==> config.mk <==
export PLATFORM = sky130hd
export DESIGN_NAME = process_tx_bit
export DESIGN_NICKNAME = d
export VERILOG_FILES = /design/src/rtl/process_tx_bit_pkg.sv /design/src/rtl/process_tx_bit.sv
export SDC_FILE = /design/constraint.sdc
export NUM_CORES = 1
export LEC_CHECK = 0
export ABC_AREA = 1
export BUFFER_PORTS_ARGS = -buffer_cell sky130_fd_sc_hd__buf_2
export CORE_MARGIN = 8
export CORE_UTILIZATION = 40
export CTS_CLUSTER_DIAMETER = 50
export CTS_CLUSTER_SIZE = 10
export DETAILED_ROUTE_END_ITERATION = 12
export PLACE_DENSITY = 0.55
export SYNTH_ARGS = -nofsm -noshare
export SYNTH_HDL_FRONTEND = slang
export SYNTH_SLANG_ARGS = --single-unit
==> constraint.sdc <==
create_clock -name clk -period 3.55 [get_ports clk]
set_clock_uncertainty 0.1 [all_clocks]
set_input_delay 0.1775 -clock clk [delete_from_list [all_inputs] [get_ports clk]]
set_output_delay 0.1775 -clock clk [all_outputs]
set_load 0.005 [all_outputs]
==> src/rtl/process_tx_bit_pkg.sv <==
// process_tx_bit_pkg: control codes, line constants and FSM states for the SIE transmit bit engine
package process_tx_bit_pkg;
  localparam logic [7:0] DATA_START = 8'h00;
  localparam logic [7:0] DATA_STOP = 8'h01;
  localparam logic [7:0] DATA_STREAM = 8'h02;
  localparam logic [1:0] SE0 = 2'b00;
  localparam logic [2:0] MAX_ONES = 3'd6;
  localparam logic [7:0] SYNC_BYTE = 8'h80;
  localparam logic [1:0] EOP_SE0_BITS = 2'd2;
  typedef enum logic [2:0] {IDLE, LOAD, SEND_BIT, STUFF, EOP_SE0, EOP_J, UNDERRUN_WAIT} txState_t;
endpackage

==> src/rtl/process_tx_bit.sv <==
// process_tx_bit: USB transmit bit engine (SYNC, LSB-first shift, bit stuffing, NRZI, EOP)
//  clk, rst (async active-low)
//  JBit/KBit: line encodings; TxByteIn/TxCtrlIn/txByteWEn/txByteRdy: one-deep byte holding reg
//  TxBitsOut/txBitsWEn/txBitRdy: one line state per handshake; txUnderrun: sticky dry-shift flag
module process_tx_bit
  import process_tx_bit_pkg::*;
(
  input  logic       clk,
  input  logic       rst,
  input  logic [1:0] JBit,
  input  logic [1:0] KBit,
  input  logic [7:0] TxByteIn,
  input  logic [7:0] TxCtrlIn,
  input  logic       txByteWEn,
  output logic       txByteRdy,
  output logic [1:0] TxBitsOut,
  output logic       txBitsWEn,
  input  logic       txBitRdy,
  output logic       txUnderrun
);
  txState_t state, stateNxt;
  logic hValid, consume, canEmit, wEnNxt, underNxt;
  logic [7:0] hCtrl, hData, shiftReg, shiftNxt;
  logic [3:0] bitCnt, bitCntNxt;
  logic [2:0] onesCnt, onesNxt;
  logic [1:0] seCnt, seCntNxt, lineState, lineNxt, outNxt, flipLine;
  assign txByteRdy = !hValid;
  // a pulse blocks the next cycle so txBitRdy is always re-sampled between bits
  assign canEmit = txBitRdy && !txBitsWEn;
  assign flipLine = lineState == JBit ? KBit : JBit;
  always_comb begin
    stateNxt = state;
    shiftNxt = shiftReg;
    bitCntNxt = bitCnt;
    onesNxt = onesCnt;
    seCntNxt = seCnt;
    lineNxt = lineState;
    outNxt = TxBitsOut;
    wEnNxt = 1'b0;
    underNxt = txUnderrun;
    consume = 1'b0;
    case (state)
      IDLE: if (hValid) begin
        consume = 1'b1;
        if (hCtrl == DATA_START) begin
          lineNxt = JBit;
          shiftNxt = SYNC_BYTE;
          bitCntNxt = 4'd0;
          onesNxt = 3'd0;
          underNxt = 1'b0;
          stateNxt = SEND_BIT;
        end
      end
      SEND_BIT: if (canEmit) begin
        lineNxt = shiftReg[0] ? lineState : flipLine;
        outNxt = lineNxt;
        wEnNxt = 1'b1;
        shiftNxt = shiftReg >> 1;
        bitCntNxt = bitCnt + 4'd1;
        onesNxt = shiftReg[0] ? onesCnt + 3'd1 : 3'd0;
        stateNxt = onesNxt == MAX_ONES ? STUFF : bitCnt == 4'd7 ? LOAD : SEND_BIT;
      end
      STUFF: if (canEmit) begin
        lineNxt = flipLine;
        outNxt = flipLine;
        wEnNxt = 1'b1;
        onesNxt = 3'd0;
        stateNxt = bitCnt == 4'd8 ? LOAD : SEND_BIT;
      end
      LOAD: if (hValid) begin
        consume = 1'b1;
        shiftNxt = hData;
        bitCntNxt = 4'd0;
        seCntNxt = 2'd0;
        // anything other than a stream byte (stop, a stray start, unknown) closes the packet
        stateNxt = hCtrl == DATA_STREAM ? SEND_BIT : EOP_SE0;
      end else begin
        underNxt = 1'b1;
        stateNxt = UNDERRUN_WAIT;
      end
      UNDERRUN_WAIT: stateNxt = hValid ? LOAD : UNDERRUN_WAIT;
      EOP_SE0: if (canEmit) begin
        outNxt = SE0;
        wEnNxt = 1'b1;
        seCntNxt = seCnt + 2'd1;
        stateNxt = seCnt == EOP_SE0_BITS - 2'd1 ? EOP_J : EOP_SE0;
      end
      EOP_J: if (canEmit) begin
        outNxt = JBit;
        lineNxt = JBit;
        wEnNxt = 1'b1;
        stateNxt = IDLE;
      end
      default: stateNxt = IDLE;
    endcase
  end
  always_ff @(posedge clk or negedge rst)
    if (!rst) begin
      state <= IDLE;
      hValid <= 1'b0;
      hCtrl <= 8'd0;
      hData <= 8'd0;
      shiftReg <= 8'd0;
      bitCnt <= 4'd0;
      onesCnt <= 3'd0;
      seCnt <= 2'd0;
      lineState <= 2'b00;
      TxBitsOut <= 2'b00;
      txBitsWEn <= 1'b0;
      txUnderrun <= 1'b0;
    end else begin
      state <= stateNxt;
      hValid <= (txByteWEn && !hValid) || (hValid && !consume);
      if (txByteWEn && !hValid) begin
        hCtrl <= TxCtrlIn;
        hData <= TxByteIn;
      end
      shiftReg <= shiftNxt;
      bitCnt <= bitCntNxt;
      onesCnt <= onesNxt;
      seCnt <= seCntNxt;
      lineState <= lineNxt;
      TxBitsOut <= outNxt;
      txBitsWEn <= wEnNxt;
      txUnderrun <= underNxt;
    end
endmodule

==> impl_metrics.csv <==
group,metric,value,unit
outcome,status,"complete, no violations",
layout,drive_gt1_share,19.2,%
clock_network,cts.sink_count,43,
power_and_ir_drop,total_power,1.55,mW
layout,design.final.nets,370,
synthesis,synthesis.area,0.00241,mm²
clock_network,clock_transition_at_the_registers_of_the_reported_paths,0.08,ns
global_route,grt_start_max_net_pins,44,
setup_path,worst_path_largest_cell_delay,0.63,ns
setup_path,crit_required,3.64,ns
setup_path,worst-path-max-fanout,25,
die,initial_core_util,41.0,%
setup_path,crit_path_top_delay_cell,"nand2_1",
route,detail_route.vias_per_cell,4.80,
placement,buffer_ports.inserted,28,
clock_network,clockRootBuffer,"clkbuf_8",
clock_network,clock_latency,0.30,ns
global_route,globalRouteOverflowTotal,0,
sta,timing_worst_slew_pin_value,0.965,ns
sta,post-route-min-period,1.82,ns
route,drc_errors,0,
route,vias,2005,
setup_path,critical_path.endpoint_type,"register",
layout,finish.cell_count_without_fillers,418,
layout,fillers,615,
die,dieHeight,93.7,µm
layout,multi_input_area,0.00110,mm²
sta,tightest_slew_margin_relative_to_the_limit,35.7,%
setup_path,crit_buf_inv,1,
job,drv.max_cap_violation_count,0,
die,core,0.00589,mm²
placement,globalplace.congestion,0.818,
power_and_ir_drop,power.sequential.fraction,45.3,%
setup_path,startpoint_type,"register",
layout,diodes,0,
setup_path,cell_family_with_the_largest_share_of_critical_path_delay,"simple AND/OR/NAND/NOR gates",
worst_hold_path,holdCritPathClass,"primary input to register",
layout,area_growth_syn_to_layout,15.1,%
synthesis,synth-edff-count,0,
synthesis,avgSynthCellArea,7.89,µm²
route,drt-initial-drc-count,72,
synthesis,post_synth_inst_count,306,
setup_path,crit_type,"register to register",
synthesis,yosysUniqueCellTypes,32,
global_route,wire_length_of_the_first_global_routing_pass,9.14,mm
die,die-width,93.7,µm
sta,setup_total_neg_slack,0,ns
route,drt-wirelength-per-cell,12.1,µm
sta,min_period_over_period,51.3,%
die,ioPinCount,29,
sta,rsz0062_at_grt,"false",
synthesis,ys_seq_area_share,44.6,%
power_and_ir_drop,power_report.internal_total,1.03,mW
synthesis,async_flop_share,100,%
clock_network,cts_max_path_buffers,2,
sta,finalHoldViolCount,0,
die,rows,28,
synthesis,synth_fp_nets,334,
sta,worst_slack_on_hold_paths,0.00843,ns
power_and_ir_drop,p_switching,0.521,mW
power_and_ir_drop,fraction_of_power_spent_switching_nets,33.6,%
synthesis,ys_warn_count,0,
power_and_ir_drop,power_density,559,mW/mm²
global_route,globalRouteTotalUtil,12.8,%
clock_network,tritoncts,"done",
setup_path,crit_path_cell_trace,"inv_1 -> nand2_1 -> mux2_2",
placement,detailedPlacementHpwl,3.74,mm
clock_network,numCtsBuffers,5,
synthesis,yosys_register_bits,43,
placement,place_inst,403,
power_and_ir_drop,leak_pwr,1.40,nW
layout,final_common_cell,"nand2_1",
die,die_area,0.00878,mm²
setup_path,timing.critical_path.arrival,1.91,ns
layout,most_used_cells_in_the_layout_excluding_fill_and_tap_cells,"nand2_1 (85), dfrtp_1 (43), inv_1 (42)",
sta,setup_viol,0,
power_and_ir_drop,power.share.clock,25.7,%
layout,storage_cell_area,0.00108,mm²
power_and_ir_drop,power.ir.vdd_worst,279,µV
synthesis,dominant_synthesized_flop_cell,"dfrtp_1",
global_route,vias_in_the_first_global_route,2051,
route,finalWirelength,5.05,mm
sta,final_critical_path_setup_slack,1.73,ns
placement,pre_cts_ws,1.71,ns
sta,maxSlewViolCount,0,
clock_network,cts.repair_timing.setup_buffer_count,0,
sta,max_freq,549,MHz
clock_network,cts_max_level,2,
power_and_ir_drop,power.share.combinational,29.0,%
global_route,antenna_found_initial,0,
route,detail-route-antenna-nets,0,
route,drt-pass1-iter-count,4,
## cells by family after synthesis
family / share of synthesized area [%]
AOI/OAI and AO/OA: 11.5
buffers and inverters: 10.0
adders and majority gates: 2.07
and+or+nand+nor: 27.4
muxes: 3.73
xor gates and xnor gates: 0.726
DFF: 44.6
## routing by layer
layer | global-route usage, % | wire (µm) | up-vias | share of wire, %
met2 | 20.4 | 2290 | 30 | 45
met5 | 0 | 0 | - | 0
met1 | 16.4 | 2460 | 918 | 49
met4 | 5.15 | 97 | 0 | 1.9
met3 | 2.96 | 201 | 7 | 4.0
li1 | - | - | 1050 | -
## final timing paths
path / from / endpoint / slack, ns / cells past startpoint
setup / recovery: hValid$_DFF_PN0_ / hData[6]$_DFFE_PN0P_ / 1.73 / 3
hold / removal: TxByteIn[5] / hData[5]$_DFFE_PN0P_ / 0.008 / 2
setup reg to reg: hValid$_DFF_PN0_ / hData[6]$_DFFE_PN0P_ / 1.73 / 3
hold reg to reg: TxBitsOut[1]$_DFFE_PN0P_ / TxBitsOut[1]$_DFFE_PN0P_ / 0.39 / 2
max in group asynchronous: rst / TxBitsOut[0]$_DFFE_PN0P_ / 2.29 / 2
min in group asynchronous: rst / hData[1]$_DFFE_PN0P_ / 0.47 / 2
## cell usage after synthesis, types with 2 or more instances
| master | n | area [µm²] |
|---|---|---|
| nand3_2 | 2 | 20.0 |
| dfrtp_1 | 43 | 1080 |
| ha_1 | 4 | 50.1 |
| buf_2 | 3 | 15.0 |
| nor2_1 | 28 | 105 |
| mux2_2 | 8 | 90.1 |
| a21oi_1 | 13 | 65.1 |
| inv_2 | 3 | 11.3 |
| nand2_1 | 85 | 319 |
| o22ai_1 | 4 | 25.0 |
| nor2_2 | 3 | 18.8 |
| o21ai_0 | 19 | 95.1 |
| nand3_1 | 17 | 85.1 |
| buf_6 | 2 | 22.5 |
| nand4_1 | 7 | 43.8 |
| o21ai_2 | 8 | 70.1 |
| inv_1 | 42 | 158 |
## sequential cells by signal, indices dropped and copies added (netlist names), 2 cells and up
register / cells
bitCnt: 4
state: 3
TxBitsOut: 2
lineState: 2
onesCnt: 3
shiftReg: 8
hData: 8
hCtrl: 8
seCnt: 2
## power groups by stage
| stage | Clock [mW] | Combinational [mW] | Sequential [mW] |
|---|---|---|---|
| after detailed placement | 0 | 0.455 | 0.714 |
| after floorplan | 0 | 0.361 | 0.691 |
| after global placement | 0 | 0.447 | 0.710 |
| after global routing | 0.427 | 0.531 | 0.721 |
| after CTS | 0.412 | 0.463 | 0.704 |
| final | 0.399 | 0.451 | 0.703 |
## layout make-up
class | count | area share [%]
Sequential cell | 43 | 38.7
Clock inverter | 2 | 1.26
Multi-Input combinational cell | 210 | 39.5
Inverter | 47 | 6.62
Timing Repair Buffer | 35 | 7.57
Tap cell | 75 | 3.38
Clock buffer | 6 | 2.97
## metrics by stage
stage                     cell area, µm²  util, %
after floorplan                     2410        -
after global placement              2590     44.0
after detailed placement            2590     44.0
after CTS                           2780     47.2
after global routing                2780     47.2
final                               2780     47.2
## repair_timing
action | in CTS | in global routing
hold buffers | 7 | 0
gates resized for setup | 0 | 0
endpoints found under the hold margin | 49 | 0
No activity file was read; power rests on OpenSTA's default activity.
